File: config.mk
export PLATFORM = sky130hd
export DESIGN_NAME = mips_instr_encoder
export DESIGN_NICKNAME = d
export VERILOG_FILES = /design/src/rtl/mips_instr_encoder.sv
export SDC_FILE = /design/constraint.sdc
export NUM_CORES = 1
export LEC_CHECK = 0
export BUFFER_PORTS_ARGS = -buffer_cell sky130_fd_sc_hd__buf_2
export CELL_PAD_IN_SITES_DETAIL_PLACEMENT = 1
export CELL_PAD_IN_SITES_GLOBAL_PLACEMENT = 2
export CORE_UTILIZATION = 33
export DETAILED_ROUTE_END_ITERATION = 8
export PLACE_DENSITY_LB_ADDON = 0.1
export SYNTH_ARGS = -nofsm -noshare
export SYNTH_HDL_FRONTEND = slang
export SYNTH_SLANG_ARGS = --single-unit
File: constraint.sdc
create_clock -name clk -period 4.7 [get_ports clk]
set_input_delay 0 -clock clk [delete_from_list [all_inputs] [get_ports clk]]
set_output_delay 0 -clock clk [all_outputs]
set_load 0.05 [all_outputs]
File: src/rtl/mips_instr_encoder.sv
// mips_instr_encoder: packs decoded MIPS fields into 32-bit words and streams
// them with byte addresses through a 2-entry elastic buffer.
module mips_instr_encoder #(
   parameter logic [31:0] BASE_ADDR = 32'h0000_0000,
   parameter int          MEM_WORDS = 256
) (
   input  logic        clk,
   input  logic        rst_n,
   input  logic        clear,
   input  logic        in_valid,
   output logic        in_ready,
   input  logic [3:0]  in_class,
   input  logic [4:0]  in_rs,
   input  logic [4:0]  in_rt,
   input  logic [4:0]  in_rd,
   input  logic [5:0]  in_funct,
   input  logic [15:0] in_imm,
   input  logic [25:0] in_target,
   output logic        out_valid,
   input  logic        out_ready,
   output logic [31:0] out_instr,
   output logic [31:0] out_addr,
   output logic        full,
   output logic        illegal,
   output logic [7:0]  illegal_count
);
   logic [1:0]  cnt_q, cnt_d, slot;
   logic [31:0] e0_q, e0_d, e1_q, e1_d, addr_q, addr_d, acc_q, acc_d, emit_q, emit_d;
   logic        full_q, full_d, ill_q, ill_d, rdy_q, rdy_d;
   logic [7:0]  icnt_q, icnt_d;
   logic [5:0]  op;
   logic        legal, take, push, pop;
   logic [31:0] word;

   always_comb begin
      op    = 6'b000000;
      legal = 1'b1;
      case (in_class)
         4'd0: legal = in_funct inside {6'b100000, 6'b100010, 6'b100100, 6'b100101, 6'b101010};
         4'd1: op = 6'b100011;
         4'd2: op = 6'b101011;
         4'd3: op = 6'b000100;
         4'd4: op = 6'b001000;
         4'd5: op = 6'b001100;
         4'd6: op = 6'b001101;
         4'd7: op = 6'b001110;
         4'd8: op = 6'b001010;
         4'd9: op = 6'b000010;
         default: legal = 1'b0;
      endcase
      word = (in_class == 4'd0) ? {op, in_rs, in_rt, in_rd, 5'b00000, in_funct} :
             (in_class == 4'd9) ? {op, in_target} : {op, in_rs, in_rt, in_imm};
   end

   always_comb begin
      take   = in_valid && rdy_q;
      push   = take && legal;
      pop    = (cnt_q != 2'd0) && out_ready;
      slot   = cnt_q - 2'(pop);
      cnt_d  = cnt_q + 2'(push) - 2'(pop);
      e0_d   = pop ? e1_q : e0_q;
      e1_d   = e1_q;
      addr_d = pop ? addr_q + 32'd4 : addr_q;
      emit_d = pop ? emit_q + 32'd1 : emit_q;
      acc_d  = push ? acc_q + 32'd1 : acc_q;
      full_d = full_q || (emit_d == 32'(MEM_WORDS));
      ill_d  = ill_q || (take && !legal);
      icnt_d = (take && !legal && icnt_q != 8'hFF) ? icnt_q + 8'd1 : icnt_q;
      if (push && slot == 2'd0) e0_d = word;
      if (push && slot != 2'd0) e1_d = word;
      if (clear) begin
         cnt_d  = 2'd0;
         e0_d   = 32'd0;
         e1_d   = 32'd0;
         addr_d = BASE_ADDR;
         emit_d = 32'd0;
         acc_d  = 32'd0;
         full_d = 1'b0;
         ill_d  = 1'b0;
         icnt_d = 8'd0;
      end
      // ready is registered, so it must already account for this cycle's push
      rdy_d = !full_d && (cnt_d < 2'd2) && (acc_d < 32'(MEM_WORDS));
   end

   always_ff @(posedge clk) begin
      if (!rst_n) begin
         cnt_q  <= 2'd0;
         e0_q   <= 32'd0;
         e1_q   <= 32'd0;
         addr_q <= BASE_ADDR;
         emit_q <= 32'd0;
         acc_q  <= 32'd0;
         full_q <= 1'b0;
         ill_q  <= 1'b0;
         icnt_q <= 8'd0;
         rdy_q  <= 1'b1;
      end else begin
         cnt_q  <= cnt_d;
         e0_q   <= e0_d;
         e1_q   <= e1_d;
         addr_q <= addr_d;
         emit_q <= emit_d;
         acc_q  <= acc_d;
         full_q <= full_d;
         ill_q  <= ill_d;
         icnt_q <= icnt_d;
         rdy_q  <= rdy_d;
      end
   end

   assign in_ready      = rdy_q;
   assign out_valid     = cnt_q != 2'd0;
   assign out_instr     = e0_q;
   assign out_addr      = addr_q;
   assign full          = full_q;
   assign illegal       = ill_q;
   assign illegal_count = icnt_q;
endmodule

; Word level (Yosys, flattened, before mapping)
; Index checks and enable logic that the tools add are counted.
[op_classes]
addsub = 7
magnitude_cmp = 2
n_eq_ne = 16
mux = 11
bitwise = 1
reduce_logical = 21
[op_table]
columns = op, count
row1 = two-way mux 32 bit, 5
row2 = "adder 32 x 1 -> 32 bit, second input constant", 2
row3 = case mux 6 bit (9 select lines), 1
row4 = two-way mux 26 bit, 2
row5 = "adder 32 x 3 -> 32 bit, second input constant", 1
row6 = "== test 32 x 9 -> 1 bit, second input constant", 1
row7 = "less-than comparator 32 x 9 -> 1 bit, second input constant", 1
row8 = "== test 6 bit, second input constant", 5
row9 = "== test 4 x 3 -> 1 bit, second input constant", 4
row10 = logical AND 1 bit, 9
row11 = OR reduction 9 bit, 1
row12 = "adder 8 x 1 -> 8 bit, second input constant", 1
row13 = "== test 4 x 2 -> 1 bit, second input constant", 2
row14 = "== test 4 bit, second input constant", 2
row15 = "!= test 8 bit, second input constant", 1
row16 = nonzero test 2 bit, 3
row17 = nonzero test 5 bit, 1
row18 = "== test 4 x 1 -> 1 bit, second input constant", 1
row19 = logical NOT 4 bit, 1
row20 = subtractor 2 x 1 -> 2 bit, 2
row21 = adder 2 x 1 -> 2 bit, 1
row22 = logical NOT 1 bit, 2
row23 = logical NOT 2 bit, 1
row24 = logical OR 1 bit, 2
row25 = 6 further kinds, 6
[word_totals]
register_bits = 173
in_bits = 72
output_inout_bits = 76
wordCells = 68

; Longest topological paths before layout
; Gate-level depths: netlist of run 1.
[depth]
word_depth = 10
mapped_depth = 15
mapped_depth_nobuf = 13

; Worst setup path after synthesis of run 1
; No wires, ideal clock.
[synth_path]
kind = register to register
from = register cnt_q[1]
to = register rdy_q (netlist: in_ready)
setup_time_ps = 70
t_arrival_ps = 3257
t_required_ps = 4630
slack_ps = 1373
stages_incl_launch_ff = 15
n_path_buf = 3
synth_period_minus_slack_ps = 3327
cell_sequence = dfxtp_1 -> clkbuf_1 -> o21ai_1 -> inv_1 -> buf_1 -> buf_1 -> ha_1 -> inv_1 -> ha_1 -> xor2_1 -> xnor2_1 -> o2111a_1 -> nand4b_1 -> or4_1 -> a21oi_1
[synth_via]
elab_chain_len = 9
word_cells_on_any_way = 13
cone_classes = add/sub (2) / order compare (1) / eq/ne (1) / mux (3) / reduce/logical (6)
[synth_lines]
columns = element, line_no
row1 = start: declaration, 27  ; logic [1:0] cnt_q, cnt_d, slot;
row2 = start signal: assignment, 99  ; cnt_q <= cnt_d;
row3 = nonzero test 2 bit *, 58  ; pop = (cnt_q != 2'd0) && out_ready;
row4 = logical AND 1 bit *, 58
row5 = via pop, 32  ; logic legal, take, push, pop;
row6 = two-way mux 32 bit, 64  ; emit_d = pop ? emit_q + 32'd1 : emit_q;
row7 = == test 32 x 9 -> 1 bit, 66  ; full_d = full_q || (emit_d == 32'(MEM_WORDS));
row8 = logical OR 1 bit, 66
row9 = two-way mux 1 bit, 71  ; if (clear) begin
row10 = logical NOT 1 bit, 83  ; rdy_d = !full_d && (cnt_d < 2'd2) && (acc_d < 32'(MEM_WORDS));
row11 = logical AND 1 bit * (2 in series), 83
row12 = end signal: assignment, 108  ; rdy_q <= rdy_d;
row13 = end: declaration, 29  ; logic full_q, full_d, ill_q, ill_d, rdy_q, rdy_d;
; Mark *: on every way through the listed nets, which the timed path passes. The rest lies on a longest branch.
; A chain may end at the register's enable or synchronous reset.

; Worst setup path after layout of run 1
[layout_path]
from = input port in_funct[4]
to = register rdy_q (netlist: in_ready)
[layout_via]
elab_chain_len = 10
word_cells_on_any_way = 17
cone_classes = add/sub (2) / order compare (2) / eq/ne (5) / mux (4) / reduce/logical (4)
[layout_lines]
columns = element, line_no
row1 = start: declaration, 16  ; input logic [5:0] in_funct,
row2 = == test 6 bit, 39  ; 4'd0: legal = in_funct inside {6'b100000, 6'b100010, 6'b100100, 6'b100101, 6'b101010};
row3 = nonzero test 5 bit *, 39
row4 = case mux 1 bit (2 select lines) *, 38  ; case (in_class)
row5 = logical AND 1 bit *, 57  ; push = take && legal;
row6 = adder 2 x 1 -> 2 bit, 60  ; cnt_d = cnt_q + 2'(push) - 2'(pop);
row7 = subtractor 2 x 1 -> 2 bit, 60
row8 = two-way mux 2 bit, 71
row9 = less-than comparator 2 bit, 83
row10 = logical AND 1 bit, 83
row11 = logical AND 1 bit *, 83
; Every way passes the cells marked *; elsewhere a longest branch is shown, timed or not.

==> metrics.yaml, run 1 <==
synth_area_leader_cell: "dfxtp_1"
crit_start: "in_funct[4]"
grtUsageTotal: 0.184
critPathTopFamily: "compound AO/OA/AOI/OAI gates"
ys_top_cells_by_count: "nand2_1, dfxtp_1, nor2_1"
portBuffers: 144
syn_area_mm2: 0.00834
setup.worst_path.end_class: "flip-flop"
fmaxAchievable_mhz: 320
vias_per_cell: 4.99
fin_ws_ns: 1.57
antenna_cells: 0
power_density_mw_per_mm2: 318
grt_pass1_vias: 7649
nFillCells: 3011
slew_headroom: 0.330
drc: 0
cts_tree: "done"
hold_path_startpoint: "in_rd[0]"
dieArea_mm2: 0.0259
grt_pass1_wl_mm: 38.9
period_needed_ns: 3.13
path_buf_inv: 4
grt_max_degree: 91
synth_edf_count: 0
async_flop_share: 0
drtIter0Drc: 230
hpwl_mm: 15.9
pre_cts_slack_ns: 1.21
antenna_found_initial: 0
dpl_cell_area_mm2: 0.00930
yosysMostFrequentCell: "nand2_1"
clk_pin_slew_ns: 0.07
cts_inserted_buffers: 17
core_mm2: 0.0245
clk-insertion-delay-late_ns: 0.43
cp_data_arrival_time_ns: 3.49
initial_utilization: 0.340
hold_viol_final: 0
cellLeakagePower_nw: 3.93
htree_levels: 4
drv_slew: 0
drt_wl_total_mm: 23.3
rsz0062_at_grt: "no"
cp_num_cells: 14
netlist.area_leader.share: 0.406
via_count: 7571
path_max_fanout: 11
fin_area_mm2: 0.0102
synth_cell_type_count: 62
die_h_um: 161
rr_startpoint: "emit_q[0]"
syn_avg_cell_area_um2: 8.05
rr_worst_depth: 9
layout-drive-gt1-share: 0.187
period_share: 0.666
tightest_slew_ns: 1.00
fin_setup_tns_ns: 0
synth_top_cells_by_area: "dfxtp_1, nand2_1, nor2_1, xor2_1, xnor2_1"
synth_cells: 1036
cts_setup_buffers: 0
required_ns: 5.06
ant_nets: 0
ys_seq_elements: 169
drv_cap: 0
worstSetupStartpointType: "primary input"
rows: 57
io_pins: 148
firstDrtPassIters: 4
max_stage_delay_ns: 0.66
finalWeightedCongestion: 0.748
yosys_warnings: 0
outcome: "finished clean"
skew_ns: 0.0153
clock-sinks: 169
avgRoutedWirePerCell_um: 15.3
synthToLayoutAreaGrowth_pct: 22.9
grt.overflow.total: 0
die_w_um: 161
path_cells: "dlygate4sd3_1 > buf_2 > o41a_1 > nor2_8 > inv_2 > ha_1 > inv_1 > ha_1 > xor2_1 > xnor2_1 > o2111a_1 > nand4b_1 > or4_1 > a21oi_1"
cp-endpoint: "in_ready"
ys_seq_area_frac: 0.406
r2r-end: "in_ready"
critPathKind: "in -> reg"
final_nets: 1259
root_buffer: "clkbuf_16"
synth_ff_type: "dfxtp_1"
cts_buffer_depth: 2
setup-violations-final: 0
irDropWorstVdd_mv: 0.208
crit_slowest_cell: "o41a_1"
cp_common_cell: "ha_1"
min_path_type: "in -> reg"
r2r_slack_ns: 1.62
-- repair_timing --
item	4_1_cts	5_1_grt
hold endpoints to repair	21	0
hold buffers	32	0
resized for setup	0	0
-- registers in the layout, summed over array words and instances (netlist names) --
signal         flops
in_ready           1
illegal            1
acc_q             32
out_addr          30
e1_q              31
emit_q            32
cnt_q              2
full               1
out_instr         31
illegal_count      8
-- per-layer routing --
layer / part of all wire / global-route usage / up-vias
met2: 0.46 / 0.292 / 113
met1: 0.50 / 0.259 / 3598
li1: - / - / 3852
met4: 0.0056 / 0.0369 / 0
met5: 0 / 0 / -
met3: 0.033 / 0.0369 / 8
-- layout by cell type (no fill, tap or decap), types with 4 or more instances in the layout --
| cell type | netlist | routed |
|---|---|---|
| nand4_1 | 28 | 28 |
| and4_1 | 8 | 8 |
| o21ai_0 | 29 | 29 |
| buf_2 | 4 | 144 |
| mux2_2 | 11 | 11 |
| nor3_1 | 20 | 20 |
| inv_6 | 0 | 5 |
| or2_2 | 13 | 13 |
| nor2_1 | 148 | 147 |
| clkbuf_16 | 0 | 17 |
| or3_1 | 15 | 15 |
| dfxtp_1 | 169 | 169 |
| nand3_1 | 31 | 31 |
| a311oi_1 | 21 | 21 |
| inv_1 | 18 | 18 |
| buf_4 | 3 | 7 |
| xnor2_1 | 46 | 46 |
| dlygate4sd3_1 | 0 | 32 |
| mux2i_1 | 28 | 28 |
| nor3b_1 | 5 | 5 |
| xor2_1 | 50 | 50 |
| nor4_1 | 8 | 8 |
| a211oi_1 | 15 | 15 |
| a21oi_1 | 61 | 61 |
| nand2_1 | 173 | 172 |
| and2_1 | 4 | 4 |
| ha_1 | 6 | 6 |
| and3_1 | 17 | 17 |
-- where the power goes --
| part | switching (W) | internal, W | total, W |
|---|---|---|---|
| clock network | 0.000663 | 0.000862 | 0.00153 |
| registers | 0.0000110 | 0.00145 | 0.00146 |
| logic | 0.000182 | 0.0000954 | 0.000277 |
| total | 0.000856 | 0.00240 | 0.00326 |
-- final cells by class --
type	count	area (µm²)	share of cell area
multi-input combinational	791	4660	0.455
timing repair buffer	183	1090	0.107
clock buffer	17	425	0.0415
inverter	19	71.3	0.00696
tap	324	405	0.0396
clock inverter	15	208	0.0203
sequential	169	3380	0.330
-- worst min-delay path by stage --
stage | endpoint | cells past startpoint | slack, ns
floorplan | in_ready | 2 | 0.17
global placement | in_ready | 3 | 0.34
detailed placement | in_ready | 3 | 0.35
CTS | out_instr[20] | 4 | 0.005
global route | e1_q[31] | 4 | 0.04
finish | e1_q[11] | 5 | 0.02
-- worst reg2reg max path, delay by kind of cell (launching register included) --
| family | cells | cell delay (ns) |
|---|---|---|
| simple gates | 3 | 1.11 |
| compound gates | 4 | 0.95 |
| flops | 1 | 0.42 |
| fa+ha+maj | 1 | 0.27 |
| xor+xnor | 1 | 0.20 |
-- cells by family after synthesis --
kind of cell | count (synthesis) | synth area share
other | 1 | 0.000450
AND/OR/NAND/NOR | 493 | 0.278
XOR/XNOR | 96 | 0.101
AO/OA/AOI/OAI | 153 | 0.118
adder cells (fa/ha/maj) | 6 | 0.00900
flip-flops | 169 | 0.406
multiplexers | 40 | 0.0503
buffers and inverters | 78 | 0.0380
-- per-stage QoR --
stage	utilization	power (W)	hold WS, ns	instances
6_report	0.418	0.00326	0.0204	1518
5_1_grt	0.418	0.00340	0.0441	1518
4_1_cts	0.418	0.00331	0.00519	1518
3_5_place_dp	0.379	0.00175	0.346	1454
3_3_place_gp	0.379	0.00175	0.339	1454
2_1_floorplan	-	0.00166	0.172	1038
No activity file was read; power rests on OpenSTA's default activity.
==> run 2: changes to the inputs <==
--- a/config.mk
+++ b/config.mk
@@ -8,7 +8,7 @@
 export BUFFER_PORTS_ARGS = -buffer_cell sky130_fd_sc_hd__buf_2
 export CELL_PAD_IN_SITES_DETAIL_PLACEMENT = 1
 export CELL_PAD_IN_SITES_GLOBAL_PLACEMENT = 2
-export CORE_UTILIZATION = 33
+export CORE_UTILIZATION = 30
 export DETAILED_ROUTE_END_ITERATION = 8
 export PLACE_DENSITY_LB_ADDON = 0.1
 export SYNTH_ARGS = -nofsm -noshare
==> constraint.sdc (replaced) <==
create_clock -name clk -period 2.8 [get_ports clk]
set_input_delay 0 -clock clk [delete_from_list [all_inputs] [get_ports clk]]
set_output_delay 0 -clock clk [all_outputs]
set_load 0.05 [all_outputs]
==> metrics.yaml, run 2 (same netlist as run 1, synthesis figures left out) <==
outcome: "finished clean"  # unchanged
post-place-cells: 1558  # was 1454
hold_viol_final: 0  # unchanged
rsz0062_at_grt: "no"  # unchanged
die_h_um: 169  # was 161 µm
rows: 60  # was 57
instances_no_fill: 1624  # was 1518
use_met2: 0.308  # was 0.292
max_stage_delay_ns: 0.54  # was 0.66 ns
finalWeightedCongestion: 0.733  # was 0.748
drtIter0Drc: 288  # was 230
grt_util_met3: 0.0383  # was 0.0369
drv_slew: 0  # unchanged
core_mm2: 0.0271  # was 0.0245 mm²
grt_pass1_wl_mm: 40.9  # was 38.9 mm
reg_top3: "acc_q (32), emit_q (32)"  # unchanged
firstDrtPassIters: 5  # was 4
path_max_fanout: 4  # was 11
cellLeakagePower_nw: 4.19  # was 3.93 nW
setup-violations-final: 0  # unchanged
cts_tree: "done"  # unchanged
critPathTopFamily: "simple AND/OR/NAND/NOR gates"  # was compound AO/OA/AOI/OAI gates
path_cells: "and3_1 > nand4_1 > or4_4 > o21ai_0 > a21oi_1 > nand4b_1 > or4_1 > a21oi_1"  # was dlygate4sd3_1 > buf_2 > o41a_1 > nor2_8 > inv_2 > ha_1 > inv_1 > ha_1 > xor2_1 > xnor2_1 > o2111a_1 > nand4b_1 > or4_1 > a21oi_1
antenna_cells: 0  # unchanged
die_w_um: 169  # was 161 µm
synthToLayoutAreaGrowth_pct: 28.3  # was 22.9%
period_share: 0.943
cp_common_cell: "a21oi_1"  # was ha_1
rr_worst_depth: 8  # was 9
crit_start: "acc_q[13]"  # was in_funct[4]
r2r-end: "in_ready"  # unchanged
multiInputGateArea_mm2: 0.00468  # was 0.00466 mm²
setup.worst_path.end_class: "flip-flop"  # unchanged
clock-sinks: 169  # unchanged
irDropWorstVdd_mv: 0.385  # was 0.208 mV
grt.overflow.total: 0  # unchanged
hpwl_mm: 16.9  # was 15.9 mm
power_density_mw_per_mm2: 488  # was 318 mW/mm²
skew_ns: 0.0126  # was 0.0153 ns
critPathKind: "reg -> reg"  # was in -> reg
ant_nets: 0  # unchanged
root_buffer: "clkbuf_16"  # unchanged
min_path_type: "in -> reg"  # unchanged
r2r_slack_ns: 0.16  # was 1.62 ns
antenna_found_initial: 0  # unchanged
fmaxAchievable_mhz: 379
drc: 0  # unchanged
grtUsageTotal: 0.178  # was 0.184
regArea_mm2: 0.00339  # was 0.00338 mm²
cts_buffer_depth: 2  # unchanged
grt_pass1_vias: 8121  # was 7649
grt_max_degree: 94  # was 91
initial_utilization: 0.308  # was 0.340
htree_levels: 4  # unchanged
cp_num_cells: 8  # was 14
grt.busiest_layer: "met2"  # unchanged
nFillCells: 3304  # was 3011
layout_commonest_cell: "nand2_1"  # unchanged
vias_per_cell: 4.81  # was 4.99
portBuffers: 144  # unchanged
io_pins: 148  # unchanged
cp-endpoint: "in_ready"  # unchanged
cts_inserted_buffers: 17  # unchanged
final_nets: 1317  # was 1259
clk_pin_slew_ns: 0.07  # about the same
most-common-layout-cells: "nand2_1, dfxtp_1, nor2_1"  # unchanged
path_buf_inv: 0  # was 4
clk-insertion-delay-late_ns: 0.44  # was 0.43 ns
required_ns: 3.16  # was 5.06 ns
via_count: 7808  # was 7571
drt_wl_total_mm: 24.2  # was 23.3 mm
worstSetupStartpointType: "flip-flop"  # was primary input
period_needed_ns: 2.64
holdWs_ns: 0.0125  # was 0.0204 ns
slew_headroom: 0.308  # was 0.330
cts_setup_buffers: 0  # unchanged
cp_data_arrival_time_ns: 3.00  # was 3.49 ns
fin_util: 0.395  # was 0.418
fin_setup_tns_ns: 0  # unchanged
use_met1: 0.222  # was 0.259
dieArea_mm2: 0.0285  # was 0.0259 mm²
drv_cap: 0  # unchanged
layout-drive-gt1-share: 0.228  # was 0.187
tightest_slew_ns: 1.04  # was 1.00 ns
avgRoutedWirePerCell_um: 14.9  # was 15.3 µm
crit_slowest_cell: "or4_4"  # was o41a_1
rr_startpoint: "acc_q[13]"  # was emit_q[0]
-- run 2: cell count changes in the layout (fill, tap and decap cells not counted), moves of 2 or more --
| cell | before | now |
|---|---|---|
| dfxtp_1 | 169 | 166 |
| clkinv_2 | 0 | 2 |
| clkbuf_8 | 0 | 3 |
| bufinv_16 | 3 | 0 |
| inv_8 | 3 | 0 |
| dlygate4sd3_1 | 32 | 34 |
| buf_4 | 7 | 63 |
| dfxtp_2 | 0 | 2 |
-- run 2: worst min-delay path: stages --
cell	delay, ns
buf_2	0.08
mux2i_1	0.09
a211oi_1	0.22
-- run 2: how the worst min path moves through the flow --
stage | startpoint | slack (ns) | endpoint | cells past startpoint
global placement | clear | 0.35 | in_ready | 3
global route | in_rt[3] | 0.04 | e1_q[19] | 3
finish | in_rt[1] | 0.01 | e1_q[17] | 3
floorplan | clear | 0.17 | in_ready | 2
CTS | in_rt[3] | 0.001 | e1_q[19] | 3
detailed placement | clear | 0.37 | in_ready | 3
-- run 2: area by class of cell --
type | instances | area share
Clock buffer | 21 | 0.0440
Tap cell | 372 | 0.0435
Clock inverter | 11 | 0.00807
Inverter | 19 | 0.00666
Timing Repair Buffer | 241 | 0.143
Sequential cell | 169 | 0.317
Multi-Input combinational cell | 791 | 0.438
-- run 2: where the power goes --
group	switching [W]	total (W)	internal, W
sequential	0.0000157	0.00244	0.00243
combinational	0.000310	0.000490	0.000180
clock	0.00106	0.00229	0.00122
total	0.00139	0.00522	0.00383
-- run 2: stage by stage --
step                      power, W  instance area [µm²]  worst slack, ns
final                      0.00522                10700            0.159
after global routing       0.00545                10700          0.00168
after CTS                  0.00531                10700           0.0564
after detailed placement   0.00295                 9790           -0.169
after global placement     0.00295                 9790           -0.122
after floorplan            0.00279                 8390           0.0132
-- run 2: per-layer routing --
layer / vias up / part of all wire
met5: - / 0
met4: 0 / 0.0083
met3: 13 / 0.037
met2: 105 / 0.48
met1: 3713 / 0.47
li1: 3977 / -
-- run 2: timing repair --
item | CTS | global route
hold buffers | 34 | 0
gates resized for setup | 0 | 5
setup endpoints to repair | 0 | 2
hold endpoints to repair | 34 | 0
==> run 3: changes to the inputs <==
--- a/config.mk
+++ b/config.mk
@@ -8,6 +8,7 @@
 export BUFFER_PORTS_ARGS = -buffer_cell sky130_fd_sc_hd__buf_2
 export CELL_PAD_IN_SITES_DETAIL_PLACEMENT = 1
 export CELL_PAD_IN_SITES_GLOBAL_PLACEMENT = 2
+export CORE_MARGIN = 4
 export CORE_UTILIZATION = 30
 export DETAILED_ROUTE_END_ITERATION = 8
 export PLACE_DENSITY_LB_ADDON = 0.1
==> metrics.yaml, run 3 (same netlist as run 1, synthesis figures left out) <==
layout_commonest_cell: "nand2_1"  # unchanged
min_to: "e1_q[15]"  # was e1_q[17]
period_share: 0.940  # was 0.943
fmaxAchievable_mhz: 380  # was 379 MHz
core_mm2: 0.0272  # was 0.0271 mm²
firstDrtPassIters: 4  # was 5
outcome: "complete, but fails checks"  # was finished clean
rr_worst_depth: 8  # unchanged
grt_pass1_vias: 8048  # was 8121
avgRoutedWirePerCell_um: 15.0  # was 14.9 µm
final_nets: 1316  # was 1317
antenna_cells: 0  # unchanged
grt_pass1_wl_mm: 40.9  # about the same
switchingPower_w: 0.00130  # was 0.00139 W
power_density_mw_per_mm2: 487  # was 488 mW/mm²
cp_data_arrival_time_ns: 2.94  # was 3.00 ns
cts_buffer_depth: 2  # unchanged
grt_max_degree: 59  # was 94
max_stage_delay_ns: 0.64  # was 0.54 ns
fin_setup_tns_ns: 0  # unchanged
setup.worst_path.end_class: "flip-flop"  # unchanged
path_buf_inv: 0  # unchanged
path_cells: "o211ai_1 > or4_1 > nor2_1 > nand3_1 > mux2i_1 > a2111o_1 > o31ai_2 > a21oi_1"  # was and3_1 > nand4_1 > or4_4 > o21ai_0 > a21oi_1 > nand4b_1 > or4_1 > a21oi_1
hold_path_startpoint: "in_rd[4]"  # was in_rt[1]
root_buffer: "clkbuf_16"  # unchanged
violations: "hold timing"
die_h_um: 175  # was 169 µm
cts_tree: "done"  # unchanged
drv_cap: 0  # unchanged
most-common-layout-cells: "nand2_1, dfxtp_1, nor2_1"  # unchanged
rr_startpoint: "emit_q[2]"  # was acc_q[13]
period_needed_ns: 2.63  # was 2.64 ns
drt_wl_total_mm: 24.4  # was 24.2 mm
cts_inserted_buffers: 17  # unchanged
rsz0062_at_grt: "no"  # unchanged
switching_share: 0.249  # was 0.266
grtUsageTotal: 0.161  # was 0.178
skew_ns: 0.00865  # was 0.0126 ns
clk_pin_slew_ns: 0.07  # about the same
critPathKind: "reg -> reg"  # unchanged
holdWs_ns: -0.000496  # was 0.0125 ns
pwr-share-seq: 0.468  # about the same
critPathTopFamily: "simple AND/OR/NAND/NOR gates"  # unchanged
tightest_slew_ns: 0.643  # was 1.04 ns
r2r_slack_ns: 0.17  # was 0.16 ns
synthToLayoutAreaGrowth_pct: 28.6  # was 28.3%
io_pins: 148  # unchanged
via_count: 7795  # was 7808
path_max_fanout: 6  # was 4
min_path_type: "in -> reg"  # unchanged
regArea_mm2: 0.00339  # about the same
drc: 0  # unchanged
clock-sinks: 169  # unchanged
reg_top3: "acc_q (32), emit_q (32)"  # unchanged
combinationalPowerShare: 0.094  # about the same
slew_headroom: 0.571  # was 0.308
vias_per_cell: 4.81  # about the same
layout-drive-gt1-share: 0.232  # was 0.228
ant_nets: 0  # unchanged
drv_slew: 0  # unchanged
portBuffers: 144  # unchanged
hpwl_mm: 17.3  # was 16.9 mm
hold_viol_final: 1  # was 0
rows: 60  # unchanged
internal_power_w: 0.00392  # was 0.00383 W
antenna_found_initial: 0  # unchanged
drtIter0Drc: 294  # was 288
irDropWorstVdd_mv: 0.342  # was 0.385 mV
worstSetupStartpointType: "flip-flop"  # unchanged
min_path_cells: 5  # was 3
setup-violations-final: 0  # unchanged
r2r-end: "in_ready"  # unchanged
multiInputGateArea_mm2: 0.00470  # was 0.00468 mm²
dieArea_mm2: 0.0305  # was 0.0285 mm²
grt.overflow.total: 0  # unchanged
htree_levels: 4  # unchanged
power_frac_clock: 0.439  # was 0.438
finalWeightedCongestion: 0.685  # was 0.733
crit_slowest_cell: "or4_1"  # was or4_4
initial_utilization: 0.307  # was 0.308
cellLeakagePower_nw: 4.20  # was 4.19 nW
clk-insertion-delay-late_ns: 0.43  # was 0.44 ns
nFillCells: 3345  # was 3304
die_w_um: 175  # was 169 µm
required_ns: 3.10  # was 3.16 ns
[run 3: power groups by stage]
stage	Sequential, W	Clock (W)	Combinational [W]
3_3_place_gp	0.00250	0	0.000454
5_1_grt	0.00245	0.00248	0.000541
4_1_cts	0.00244	0.00238	0.000497
3_5_place_dp	0.00250	0	0.000457
6_report	0.00244	0.00229	0.000489
2_1_floorplan	0.00256	0	0.000229
[run 3: metal layers]
metal | part of all wire | wire length [µm] | GRT usage
met2 | 0.48 | 11700 | 0.277
met1 | 0.47 | 11400 | 0.206
met3 | 0.040 | 966 | 0.0392
met5 | 0 | 0 | 0
met4 | 0.0094 | 228 | 0.0363
[run 3: worst register-to-register path, delay by kind of cell, from the launching register on]
| family | cells | cell delay [ns] |
|---|---|---|
| simple gates | 3 | 0.99 |
| mux | 1 | 0.16 |
| compound gates | 4 | 0.93 |
| flops | 1 | 0.43 |
[run 3: final cells by class]
type | count | share of cell area
multi-input cells | 791 | 0.438
repair buffers | 240 | 0.143
flip-flops and latches | 169 | 0.316
inverters | 19 | 0.00665
clock inverters | 7 | 0.00630
clock buffers | 23 | 0.0456
well taps | 372 | 0.0434
[run 3: worst max path at each step]
stage | slack [ns] | cells after the start | end | start
2_1_floorplan | 0.01 | 14 | in_ready | cnt_q[0]
3_3_place_gp | -0.09 | 15 | in_ready | in_funct[2]
3_5_place_dp | -0.17 | 15 | in_ready | in_funct[2]
4_1_cts | 0.04 | 8 | in_ready | cnt_q[1]
5_1_grt | 0.0003 | 8 | in_ready | emit_q[2]
6_report | 0.17 | 8 | in_ready | emit_q[2]
[run 3: per-stage QoR]
stage | area (µm²) | worst slack [ns] | utilization | total power, W | instances
2_1_floorplan | 8390 | 0.0132 | - | 0.00279 | 1038
3_3_place_gp | 9800 | -0.0875 | 0.361 | 0.00295 | 1558
5_1_grt | 10700 | 0.000347 | 0.395 | 0.00547 | 1621
4_1_cts | 10700 | 0.0425 | 0.393 | 0.00532 | 1620
6_report | 10700 | 0.168 | 0.395 | 0.00522 | 1621
3_5_place_dp | 9800 | -0.165 | 0.361 | 0.00295 | 1558
[run 3: timing repair]
action,CTS,global route
buffers inserted,0,1
endpoints found under the setup margin,0,3
hold endpoints to repair,29,0
resized for setup,0,13
hold buffers,32,0
